### src/rtl/fetch_pc_ctrl.sv
// fetch_pc_ctrl: fetch-stage PC generator plus the F/D pipeline register.
//
// Next fetch PC priority: execute redirect, stall / I-cache miss hold,
// static-predictor target, PC+4. The F/D register is flushed on a redirect,
// holds on a stall, takes a bubble on an I-cache miss and otherwise captures
// the fetched instruction.
//
// Ports:
//   clk, rst          core clock, asynchronous active-high reset
//   instr_f           instruction word from the I-cache at PC_f
//   instr_valid_f     I-cache hit, instr_f valid this cycle
//   predict_taken_f   static predictor says the instruction at PC_f is taken
//   branch_target_f   predictor target for the instruction at PC_f
//   stall_d           hold the PC and the decode register
//   redirect_e        execute-stage refetch request
//   redirect_pc_e     correct next PC from execute
//   PC_f              current fetch address
//   instr_d, PC_d, PCPlus4_d, predict_taken_d, valid_d   decode-stage outputs
//
// Optional feature (define BRANCH_STATS_EN):
//   predict_cnt       saturating count of cycles where the predicted target is taken
//   redirect_cnt      saturating count of redirect_e cycles
module fetch_pc_ctrl #(
  parameter int unsigned           DATA_WIDTH = 32,
  parameter logic [DATA_WIDTH-1:0] RESET_PC   = 32'h0000_0000,
  parameter logic [DATA_WIDTH-1:0] NOP_INSTR  = 32'h0000_0013
) (
  input  logic                  clk,
  input  logic                  rst,
  input  logic [DATA_WIDTH-1:0] instr_f,
  input  logic                  instr_valid_f,
  input  logic                  predict_taken_f,
  input  logic [DATA_WIDTH-1:0] branch_target_f,
  input  logic                  stall_d,
  input  logic                  redirect_e,
  input  logic [DATA_WIDTH-1:0] redirect_pc_e,
  output logic [DATA_WIDTH-1:0] PC_f,
  output logic [DATA_WIDTH-1:0] instr_d,
  output logic [DATA_WIDTH-1:0] PC_d,
  output logic [DATA_WIDTH-1:0] PCPlus4_d,
  output logic                  predict_taken_d,
`ifdef BRANCH_STATS_EN
  output logic [31:0]           predict_cnt,
  output logic [31:0]           redirect_cnt,
`endif
  output logic                  valid_d
);

  logic [DATA_WIDTH-1:0] pc_f_q, pc_f_d;
  logic [DATA_WIDTH-1:0] dec_instr_q, dec_instr_d;
  logic [DATA_WIDTH-1:0] dec_pc_q, dec_pc_d;
  logic [DATA_WIDTH-1:0] dec_pc4_q, dec_pc4_d;
  logic                  dec_pred_q, dec_pred_d;
  logic                  dec_valid_q, dec_valid_d;

  logic [DATA_WIDTH-1:0] pc_plus4;
  logic                  hold_pc;
  logic                  use_pred;

  assign pc_plus4 = pc_f_q + DATA_WIDTH'(4);
  // A miss also holds the PC, so a prediction made on a miss cycle is dropped.
  assign hold_pc  = stall_d | ~instr_valid_f;
  assign use_pred = ~redirect_e & ~hold_pc & predict_taken_f;

  always_comb begin
    pc_f_d = pc_plus4;
    if (redirect_e) begin
      pc_f_d = redirect_pc_e;
    end else if (hold_pc) begin
      pc_f_d = pc_f_q;
    end else if (predict_taken_f) begin
      pc_f_d = branch_target_f;
    end
  end

  always_comb begin
    dec_instr_d = dec_instr_q;
    dec_pc_d    = dec_pc_q;
    dec_pc4_d   = dec_pc4_q;
    dec_pred_d  = dec_pred_q;
    dec_valid_d = dec_valid_q;
    if (redirect_e) begin
      // Flush wins over stall; PC fields are meaningless but driven to zero.
      dec_instr_d = NOP_INSTR;
      dec_pc_d    = '0;
      dec_pc4_d   = '0;
      dec_pred_d  = 1'b0;
      dec_valid_d = 1'b0;
    end else if (stall_d) begin
      // hold everything
    end else if (!instr_valid_f) begin
      // Bubble: PC fields keep their last value.
      dec_instr_d = NOP_INSTR;
      dec_pred_d  = 1'b0;
      dec_valid_d = 1'b0;
    end else begin
      dec_instr_d = instr_f;
      dec_pc_d    = pc_f_q;
      dec_pc4_d   = pc_plus4;
      dec_pred_d  = predict_taken_f;
      dec_valid_d = 1'b1;
    end
  end

  always_ff @(posedge clk or posedge rst) begin
    if (rst) begin
      pc_f_q      <= RESET_PC;
      dec_instr_q <= NOP_INSTR;
      dec_pc_q    <= '0;
      dec_pc4_q   <= '0;
      dec_pred_q  <= 1'b0;
      dec_valid_q <= 1'b0;
    end else begin
      pc_f_q      <= pc_f_d;
      dec_instr_q <= dec_instr_d;
      dec_pc_q    <= dec_pc_d;
      dec_pc4_q   <= dec_pc4_d;
      dec_pred_q  <= dec_pred_d;
      dec_valid_q <= dec_valid_d;
    end
  end

  assign PC_f            = pc_f_q;
  assign instr_d         = dec_instr_q;
  assign PC_d            = dec_pc_q;
  assign PCPlus4_d       = dec_pc4_q;
  assign predict_taken_d = dec_pred_q;
  assign valid_d         = dec_valid_q;

`ifdef BRANCH_STATS_EN
  logic [31:0] predict_cnt_q, redirect_cnt_q;

  always_ff @(posedge clk or posedge rst) begin
    if (rst) begin
      predict_cnt_q  <= '0;
      redirect_cnt_q <= '0;
    end else begin
      if (use_pred && predict_cnt_q != '1) begin
        predict_cnt_q <= predict_cnt_q + 32'd1;
      end
      if (redirect_e && redirect_cnt_q != '1) begin
        redirect_cnt_q <= redirect_cnt_q + 32'd1;
      end
    end
  end

  assign predict_cnt  = predict_cnt_q;
  assign redirect_cnt = redirect_cnt_q;
`else
  logic unused_use_pred;
  assign unused_use_pred = use_pred;
`endif

endmodule

### config.mk
export PLATFORM = sky130hd
export DESIGN_NAME = fetch_pc_ctrl
export DESIGN_NICKNAME = d
export VERILOG_FILES = /design/src/rtl/fetch_pc_ctrl.sv
export SDC_FILE = /design/constraint.sdc
export NUM_CORES = 1
export LEC_CHECK = 0
export BUFFER_PORTS_ARGS = -buffer_cell sky130_fd_sc_hd__buf_2
export CAP_MARGIN = 30
export CORE_MARGIN = 1
export CORE_UTILIZATION = 49
export DETAILED_ROUTE_END_ITERATION = 10
export PLACE_DENSITY = 0.83
export SYNTH_ARGS = -nofsm -noshare
export SYNTH_HDL_FRONTEND = slang
export SYNTH_SLANG_ARGS = --single-unit
### constraint.sdc
create_clock -name clk -period 4.5 [get_ports clk]
set_input_delay 0.225 -clock clk [delete_from_list [all_inputs] [get_ports clk]]
set_output_delay 0.225 -clock clk [all_outputs]
set_load 0.005 [all_outputs]
* Word level (Yosys, flattened, before mapping)
Cells that the tools add are included.
** Cells by class
- Muxes and demuxes :: 18
- Add/subtract/negate cells :: 1
- Shift operators :: 0
- Reductions and logical operators :: 2
- Order comparisons :: 0
- Divide/modulo/power cells :: 0
- Bitwise logic cells :: 2
- Equal/unequal tests :: 2
- Multipliers :: 0
** Operator list (count)
- two-way mux 32 bit :: 12
- adder 32 x 3 -> 32 bit (second input constant) :: 1
- two-way mux 1 bit :: 6
- inequality test 2 x 1 -> 1 bit (second input constant) :: 1
- inequality test 2 bit (second input constant) :: 1
- AND reduction 2 bit :: 1
- nonzero test 2 bit :: 1
- inverter 1 bit :: 1
- bitwise OR 1 bit :: 1
** Storage, ports and cells
- Memory bits (writable) :: 0
- ROM bits :: 0
- Memories kept :: 0
- Bits in latches :: 0
- Word-level logic and storage cells :: 31
- Register bits :: 130

* Logic depth before layout (Yosys ltp)
Gate-level depths: netlist of the first run.
- Depth in word-level cells :: 4
- Mapped depth :: 7
- Mapped depth without buffers :: 6

* Least setup slack after synthesis of the first run
Ideal clock, no wire load.
- Path type :: register -> register
- Start point :: reg pc_f_q[4] (netlist: PC_f[4])
- End point :: reg pc_f_q[29] (netlist: PC_f[29])
- Cell stages (with the launch flop) :: 8
- Setup time :: 121 ps
- Setup slack :: 2120 ps
- Path buffers :: 2
- Arrival time :: 2259 ps
- Required time :: 4379 ps
- Period minus slack after synthesis :: 2380 ps
- Cell sequence :: dfrtp_1 buf_4 nand4_2 or4_4 buf_6 or4_4 a21o_2 a22o_1
** On the way
- Cells in the longest elaborated chain, start to end :: 4
** Ends and longest elaborated chain
- from (decl) :: line 49 : logic [DATA_WIDTH-1:0] pc_f_q, pc_f_d;
- from (signal assigned) :: line 114 : pc_f_q <= pc_f_d;
- adder 32 x 3 -> 32 bit :: line 60 : assign pc_plus4 = pc_f_q + DATA_WIDTH'(4);
- two-way mux 32 bit :: line 71 : end else if (predict_taken_f) begin
- two-way mux 32 bit :: line 69 : end else if (hold_pc) begin
- two-way mux 32 bit :: line 67 : if (redirect_e) begin
Every way passes these cells. The select of a mux whose other input is x is not followed.
A chain may end at the register's enable or synchronous reset.

* Worst setup path after layout of the first run
- Start point :: reg pc_f_q[7] (netlist: PC_f[7])
- End point :: reg pc_f_q[29] (netlist: PC_f[29])
The elaborated chain is that of the path after synthesis.

==> impl_metrics.env, run 1 <==
export IMPL_outcome="completed"
export IMPL_synth_top_area_cell="dfrtp_1"
export IMPL_multi_input_area_mm2=0.00261
export IMPL_finalNonFillerCells=1036
export IMPL_drt_pass1_iterations=6
export IMPL_routedWlPerCell_um=17.0
export IMPL_worstPathArrival_ps=2980
export IMPL_io_buffer_count=231
export IMPL_synth_cell_types=57
export IMPL_hold_violations=0
export IMPL_core_area_mm2=0.0121
export IMPL_layout_nets=957
export IMPL_synthesis_nets=759
export IMPL_tightest_slew_ps=991
export IMPL_p_leak_nw=3.90
export IMPL_dp_cells=1002
export IMPL_clock_fmax_mhz=381
export IMPL_rows=40
export IMPL_cp_data_required_time_ps=4850
export IMPL_grt_pass1_vias=5387
export IMPL_path_class="register to register"
export IMPL_io_pin_count=232
export IMPL_ys_flop_type="dfrtp_1"
export IMPL_period_share=0.584
export IMPL_maxSlewHeadroom=0.340
export IMPL_clk_latency_ps=420
export IMPL_utilization=0.655
export IMPL_cts_buffers=17
export IMPL_vias=5875
export IMPL_drive_above_1_share=0.329
export IMPL_grt_start_max_net_pins=96
export IMPL_dpl_worst_slack_ps=1680
export IMPL_htree_num_levels=4
export IMPL_clk_pin_slew_worst_paths_ps=60
export IMPL_setup_worst_path_start_class="register"
export IMPL_overflow=0
export IMPL_yosys_area_share_simple=0.158
export IMPL_synthTopCellsByArea="dfrtp_1 (51%), nand2_1 (6.6%), a21oi_1 (6.6%)"
export IMPL_synth_area_per_cell_um2=9.27
export IMPL_place_congestion=0.860
export IMPL_synthCells=656
export IMPL_cts_setup_buffers=0
export IMPL_ys_seq_area_frac=0.527
export IMPL_setup_ws_ps=1870
export IMPL_grt_antenna_before_repair=2
export IMPL_synth_seq_cells=128
export IMPL_dp_hpwl_um=11900
export IMPL_initial_core_util=0.504
export IMPL_via_per_inst=5.67
export IMPL_cts_tree="yes"
export IMPL_synthAdderAreaFrac=0.00206
export IMPL_cts_sinks=128
export IMPL_min_period_ps=2630
export IMPL_drtIter0Drc=604
export IMPL_syn2layout_area_growth_pct=29.8
export IMPL_ys_async_sr_fraction=1.00
export IMPL_synth_mux_area_frac=0.00658
export IMPL_grt_usage=0.282
export IMPL_min_path_type="primary input to register"
export IMPL_final_seq_area_mm2=0.00321
export IMPL_fp_dieH_um=113
export IMPL_maxCapViolations=0
export IMPL_root_buffer="clkbuf_16"
export IMPL_synth_top_family_by_area="compound AO/OA/AOI/OAI gates"
export IMPL_setup_violations=0
export IMPL_endpoint_kind="register"
export IMPL_synth_top_area_share=0.514
export IMPL_wl_um=17700
export IMPL_route_detailed_drc=0
export IMPL_maxSlewViolCount=0
export IMPL_tns_ps=0
export IMPL_synth_xor_area_share=0.0403
export IMPL_syn_area_mm2=0.00608
export IMPL_rsz0062_at_grt="no"
export IMPL_worst_clock_skew_ps=7.02
export IMPL_powerDensity_mw_per_mm2=395
export IMPL_ir_drop_v=0.000251
export IMPL_fill_cells=1010
export IMPL_grt_pass1_wl_um=27700
export IMPL_cp_max_fo=11
export IMPL_synth_edf_count=0
export IMPL_yosysWarnings=0
export IMPL_ant_nets=0
export IMPL_synth_compound_area_frac=0.218
export IMPL_clk_path_buf_depth=2
export IMPL_dieArea_mm2=0.0129
export IMPL_die_w_um=113
what timing repair did:
action,4_1_cts,5_1_grt
resized for setup,0,0
hold endpoints to repair,76,0
hold buffers,1,0
state kept, by name (all words and copies together), names as in the netlist:
register         count
PC_f                32
PC_d                32
instr_d             32
PCPlus4_d           30
predict_taken_d      1
valid_d              1
through the flow:
step,cell area (µm²),hold slack (ps),power (W)
2_1_floorplan,6080,346,0.00156
3_3_place_gp,7270,383,0.00175
3_5_place_dp,7280,385,0.00176
4_1_cts,7890,9.53,0.00314
5_1_grt,7890,14.6,0.00325
6_report,7900,14.9,0.00312
kinds of logic after synthesis:
family | count (synthesis)
flops | 128
fa+ha+maj | 1
xor+xnor | 28
compound gates | 209
simple gates | 215
mux | 4
buf+inv | 71
critical path: stages, from the launching register on:
cell     delay (ps)
dfrtp_1         500
nand3_1         340
or4_4           650
or4_4           590
o41ai_2         310
a22o_1          170
cell type report:
class                      count  area share
antenna                        1    0.000317
tap                          168      0.0266
sequential                   128       0.406
inverter                      12     0.00634
multi-input combinational    457       0.330
clock inverter                12      0.0168
timing repair buffer         238       0.154
clock buffer                  20      0.0591
cell usage after synthesis (7+ instances only):
cell / number
a211oi_1: 8
a21oi_1: 80
a22o_1: 32
buf_1: 10
clkbuf_1: 43
dfrtp_1: 125
inv_1: 11
nand2_1: 107
nand3_1: 12
nand4_1: 7
nor2_1: 40
nor3_1: 20
nor4_1: 8
o21ai_0: 46
xnor2_1: 19
xor2_1: 9
layer usage:
metal	wire, µm	track usage	share of wire
met2	8130	0.439	0.46
met3	1790	0.0786	0.10
met4	322	0.105	0.018
met1	7400	0.378	0.42
met5	16	0	0.00091
placed cells by master (no fill, tap or decap), types with 12 or more instances in the layout:
cell type,n
nor2_1,39
nand3_1,12
nor3_1,20
xnor2_1,19
buf_2,230
a22o_1,32
clkbuf_16,17
o21ai_0,46
nand2_1,107
dfrtp_1,125
a21oi_1,80
where the power goes:
part | leakage (nW) | switching, W | internal (W)
clock network | 0.289 | 0.000518 | 0.000861
logic | 1.94 | 0.000232 | 0.000184
registers | 1.67 | 0.0000975 | 0.00123
final timing paths:
path                                  startpoint           to  slack (ps)  depth (start not counted)
worst min-delay path            redirect_pc_e[1]      PC_f[1]          10                          3
min in group asynchronous                    rst  instr_d[14]         450                          3
worst max-delay path                     PC_f[7]     PC_f[29]        1870                          5
worst min register to register           valid_d      valid_d         500                          2
worst max register to register           PC_f[7]     PC_f[29]        1870                          5
max in group asynchronous                    rst  instr_d[26]        2870                          4
No activity file was read; power rests on OpenSTA's default activity.
==> inputs of run 2 (changes only) <==
--- a/config.mk
+++ b/config.mk
@@ -8,9 +8,9 @@
 export BUFFER_PORTS_ARGS = -buffer_cell sky130_fd_sc_hd__buf_2
 export CAP_MARGIN = 30
 export CORE_MARGIN = 1
-export CORE_UTILIZATION = 49
+export CORE_UTILIZATION = 45
 export DETAILED_ROUTE_END_ITERATION = 10
-export PLACE_DENSITY = 0.83
+export PLACE_DENSITY = 0.8
 export SYNTH_ARGS = -nofsm -noshare
 export SYNTH_HDL_FRONTEND = slang
 export SYNTH_SLANG_ARGS = --single-unit
==> constraint.sdc (replaced) <==
create_clock -name clk -period 2.3 [get_ports clk]
set_input_delay 0.115 -clock clk [delete_from_list [all_inputs] [get_ports clk]]
set_output_delay 0.115 -clock clk [all_outputs]
set_load 0.005 [all_outputs]
==> impl_metrics.env, run 2 (synthesized netlist as in run 1, its figures left out) <==
export IMPL_outcome="completed"
export IMPL_drive_above_1_share=0.339
export IMPL_core_area_mm2=0.0132
export IMPL_place_congestion=0.882
export IMPL_min_path_type="primary input to register"
export IMPL_maxCapViolations=0
export IMPL_die_w_um=118
export IMPL_layout_nets=1048
export IMPL_cts_tree="yes"
export IMPL_maxSlewHeadroom=0.566
export IMPL_r2r_cells=6
export IMPL_fin_total_pwr_w=0.00629
export IMPL_setup_worst_path_start_class="register"
export IMPL_cts_buffers=17
export IMPL_grt_pass1_wl_um=31900
export IMPL_dp_hpwl_um=13400
export IMPL_placed_area_mm2=0.00764
export IMPL_worst_clock_skew_ps=10.5
export IMPL_dp_cells=1050
export IMPL_io_pin_count=232
export IMPL_clk_pin_slew_worst_paths_ps=60
export IMPL_cp_max_fo=7
export IMPL_via_per_inst=5.61
export IMPL_rows=42
export IMPL_cts_sinks=128
export IMPL_cp_data_required_time_ps=2600
export IMPL_clk_path_buf_depth=2
export IMPL_maxSlewViolCount=0
export IMPL_vias=6367
export IMPL_wl_um=20100
export IMPL_finalNonFillerCells=1134
export IMPL_hold_violations=0
export IMPL_min_period_ps=2210
export IMPL_clk_latency_ps=420
export IMPL_routedWlPerCell_um=17.7
export IMPL_root_buffer="clkbuf_16"
export IMPL_p_leak_nw=4.32
export IMPL_io_buffer_count=231
export IMPL_final_seq_area_mm2=0.00321
export IMPL_htree_num_levels=4
export IMPL_final_common_cell="buf_2"
export IMPL_grt_pass1_vias=6173
export IMPL_grt_start_max_net_pins=58
export IMPL_final_cell_mix="buf_2 (230), dfrtp_1 (124), nand2_1 (107)"
export IMPL_clock_fmax_mhz=452
export IMPL_powerDensity_mw_per_mm2=717
export IMPL_initial_core_util=0.461
export IMPL_drtIter0Drc=679
export IMPL_route_detailed_drc=0
export IMPL_worstHoldPathCells=3
export IMPL_dieArea_mm2=0.0140
export IMPL_overflow=0
export IMPL_fin_area_mm2=0.00877
export IMPL_fill_cells=1043
export IMPL_path_class="register to register"
export IMPL_syn2layout_area_growth_pct=44.1
export IMPL_setup_violations=0
export IMPL_ant_nets=0
export IMPL_num_antenna_cells=0
export IMPL_endpoint_kind="register"
export IMPL_hold_ws_ps=13.0
export IMPL_period_share=0.961
export IMPL_ir_drop_v=0.000440
export IMPL_worstPathArrival_ps=2510
export IMPL_grt_usage=0.294
export IMPL_drt_pass1_iterations=5
export IMPL_fp_dieH_um=118
export IMPL_multi_input_area_mm2=0.00263
export IMPL_tightest_slew_ps=646
export IMPL_grt_antenna_before_repair=0
export IMPL_utilization=0.665
==> run 2: cell types whose count changed in the layout (fill, tap and decap cells not counted), sizes merged <==
cell         change
buf             +41
clkbuf           +7
clkinv           -2
clkinvlp         -2
diode            -1
dlygate4sd3     +50
inv              -3
==> run 2: area by class of cell <==
type / instances / area share
Tap cell: 176 / 0.0251
Sequential cell: 128 / 0.366
Multi-Input combinational cell: 457 / 0.300
Clock inverter: 5 / 0.00856
Inverter: 12 / 0.00557
Clock buffer: 27 / 0.0585
Timing Repair Buffer: 329 / 0.236
==> run 2: power by group <==
part	total, W	internal (W)	switching [W]
Clock	0.00269	0.00174	0.000956
Sequential	0.00255	0.00241	0.000139
Combinational	0.00105	0.000490	0.000561
==> run 2: stage by stage <==
stage / setup TNS [ps] / setup slack (ps)
after global placement: 0 / 80.1
after CTS: 0 / 32.5
final: 0 / 89.9
after floorplan: -16.2 / -16.2
after global routing: -5.43 / -5.43
after detailed placement: 0 / 8.63
==> run 2: timing repair <==
action | 4_1_cts | 5_1_grt
cloned | 0 | 0
setup endpoints to repair | 1 | 4
hold buffers | 51 | 0
setup buffers | 0 | 1
endpoints found under the hold margin | 73 | 0
resized for setup | 1 | 3
==> run 2: worst max-delay path: stages, from the launching register on <==
cell,delay [ps]
dfrtp_2,450
ha_1,210
nand4_1,150
or3_4,440
or4_4,540
xnor2_1,140
a22o_1,170
==> run 2: metal layers <==
| metal | routed length, µm | vias to the layer above | GRT usage |
|---|---|---|---|
| met3 | 1850 | 41 | 0.0907 |
| met1 | 8300 | 3059 | 0.381 |
| li1 | - | 2912 | - |
| met5 | 0 | - | 0 |
| met2 | 9510 | 355 | 0.465 |
| met4 | 424 | 0 | 0.104 |
==> run 2: worst paths after layout <==
path,startpoint,end,slack [ps]
max reg2reg,PC_f[2],PCPlus4_d[24],90
max,PC_f[2],PCPlus4_d[24],90
max in group asynchronous,rst,instr_d[4],1290
min,redirect_pc_e[17],PC_f[17],10
min reg2reg,valid_d,valid_d,490
min in group asynchronous,rst,PC_d[25],340
==> inputs of run 3 (changes only) <==
--- a/config.mk
+++ b/config.mk
@@ -11,6 +11,7 @@
 export CORE_UTILIZATION = 45
 export DETAILED_ROUTE_END_ITERATION = 10
 export PLACE_DENSITY = 0.8
+export SETUP_SLACK_MARGIN = 0.5
 export SYNTH_ARGS = -nofsm -noshare
 export SYNTH_HDL_FRONTEND = slang
 export SYNTH_SLANG_ARGS = --single-unit
==> impl_metrics.env, run 3 (synthesized netlist as in run 1, its figures left out) <==
export IMPL_num_antenna_cells=0
export IMPL_min_period_ps=2100
export IMPL_cp_data_required_time_ps=2610
export IMPL_p_leak_nw=4.54
export IMPL_period_share=0.915
export IMPL_maxCapViolations=0
export IMPL_layout_nets=1064
export IMPL_route_met2_wl_um=10500
export IMPL_multi_input_area_mm2=0.00282
export IMPL_outcome="completed"
export IMPL_htree_num_levels=4
export IMPL_powerDensity_mw_per_mm2=698
export IMPL_endpoint_kind="register"
export IMPL_drive_above_1_share=0.376
export IMPL_finalNonFillerCells=1149
export IMPL_clk_latency_ps=430
export IMPL_worstPathArrival_ps=2420
export IMPL_die_w_um=118
export IMPL_highest_layer="met4"
export IMPL_via_per_inst=5.68
export IMPL_final_seq_area_mm2=0.00321
export IMPL_grt_pass1_vias=6258
export IMPL_maxSlewHeadroom=0.437
export IMPL_io_buffer_count=231
export IMPL_final_cell_mix="buf_2 (230), dfrtp_1 (120), nand2_1 (107)"
export IMPL_cts_tree="yes"
export IMPL_setup_worst_path_start_class="register"
export IMPL_io_pin_count=232
export IMPL_maxSlewViolCount=0
export IMPL_vias=6526
export IMPL_tightest_slew_ps=841
export IMPL_ir_drop_v=0.000418
export IMPL_grt_usage=0.312
export IMPL_rsz0062_at_grt="yes"
export IMPL_clk_pin_slew_worst_paths_ps=60
export IMPL_fp_dieH_um=118
export IMPL_tns_ps=0
export IMPL_clock_fmax_mhz=475
export IMPL_grt_antenna_before_repair=0
export IMPL_drt_met1_wl_um=8440
export IMPL_overflow=0
export IMPL_fill_cells=952
export IMPL_setup_violations=0
export IMPL_drt_pass1_iterations=5
export IMPL_worst_clock_skew_ps=8.62
export IMPL_clk_path_buf_depth=2
export IMPL_core_area_mm2=0.0132
export IMPL_final_common_cell="buf_2"
export IMPL_grt_start_max_net_pins=76
export IMPL_cp_max_fo=4
export IMPL_ant_nets=0
export IMPL_initial_core_util=0.461
export IMPL_wl_um=21900
export IMPL_fin_total_pwr_w=0.00638
export IMPL_cts_sinks=128
export IMPL_path_class="register to register"
export IMPL_route_detailed_drc=0
export IMPL_routedWlPerCell_um=19.1
export IMPL_rows=42
export IMPL_syn2layout_area_growth_pct=50.3
export IMPL_dp_hpwl_um=13900
export IMPL_root_buffer="clkbuf_16"
export IMPL_dp_cells=1041
export IMPL_place_congestion=0.910
export IMPL_wl_met3_um=2170
export IMPL_utilization=0.693
export IMPL_hold_violations=0
export IMPL_cts_buffers=17
export IMPL_min_path_type="primary input to register"
export IMPL_drtIter0Drc=693
export IMPL_grt_pass1_wl_um=33100
export IMPL_dieArea_mm2=0.0140
-- run 3: changes by cell type in the layout (fill, tap and decap cells not counted), moves of 4 or more --
cell | previous run | this run
dfrtp_2 | 1 | 5
dfrtp_1 | 124 | 120
nor4_1 | 8 | 4
buf_6 | 0 | 4
buf_4 | 44 | 50
nor3_1 | 19 | 15
o21ai_1 | 0 | 5
o21ai_0 | 46 | 40
nor3_4 | 0 | 5
-- run 3: cell type report --
type / count / share of cell area
timing repair buffer: 345 / 0.246
tap: 176 / 0.0241
inverter: 12 / 0.00534
clock inverter: 6 / 0.00876
clock buffer: 25 / 0.0564
sequential: 128 / 0.351
multi-input combinational: 457 / 0.308
-- run 3: critical path, stage by stage (launching register included) --
cell and delay, ps:
dfrtp_2 430, ha_4 160, nand4_1 170, or3_4 400, or4_4 500, xnor2_1 140, a22o_1 190
-- run 3: through the flow --
stage	hold WS, ps	area [µm²]	setup WS (ps)
CTS	1.98	9060	239
detailed placement	289	7660	91.8
global route	15.1	9150	154
global placement	281	7660	141
finish	18.5	9150	196
floorplan	236	6210	102
-- run 3: where the power goes --
part	switching [W]	internal, W	leakage, nW
Clock	0.000969	0.00175	0.299
Sequential	0.000148	0.00241	1.66
Combinational	0.000596	0.000506	2.58
-- run 3: worst paths after layout --
kind | from | endpoint | slack (ps) | cells past startpoint
max | PC_f[2] | PCPlus4_d[24] | 200 | 6
min | redirect_pc_e[11] | PC_f[11] | 20 | 5
max reg2reg | PC_f[2] | PCPlus4_d[24] | 200 | 6
min reg2reg | predict_taken_d | predict_taken_d | 480 | 2
max in group asynchronous | rst | instr_d[1] | 1220 | 4
min in group asynchronous | rst | instr_d[29] | 380 | 3
-- run 3: layer usage --
| metal | vias to the layer above | track usage |
|---|---|---|
| met5 | - | 0 |
| met4 | 0 | 0.154 |
| met2 | 424 | 0.506 |
| met3 | 83 | 0.0999 |
| li1 | 2940 | - |
| met1 | 3079 | 0.373 |
-- run 3: what timing repair did --
item	in CTS	in global routing
resized for setup	32	13
hold buffers	54	0
hold endpoints to repair	80	0
setup endpoints to repair	33	35
pin swaps	17	27
setup buffers	17	6
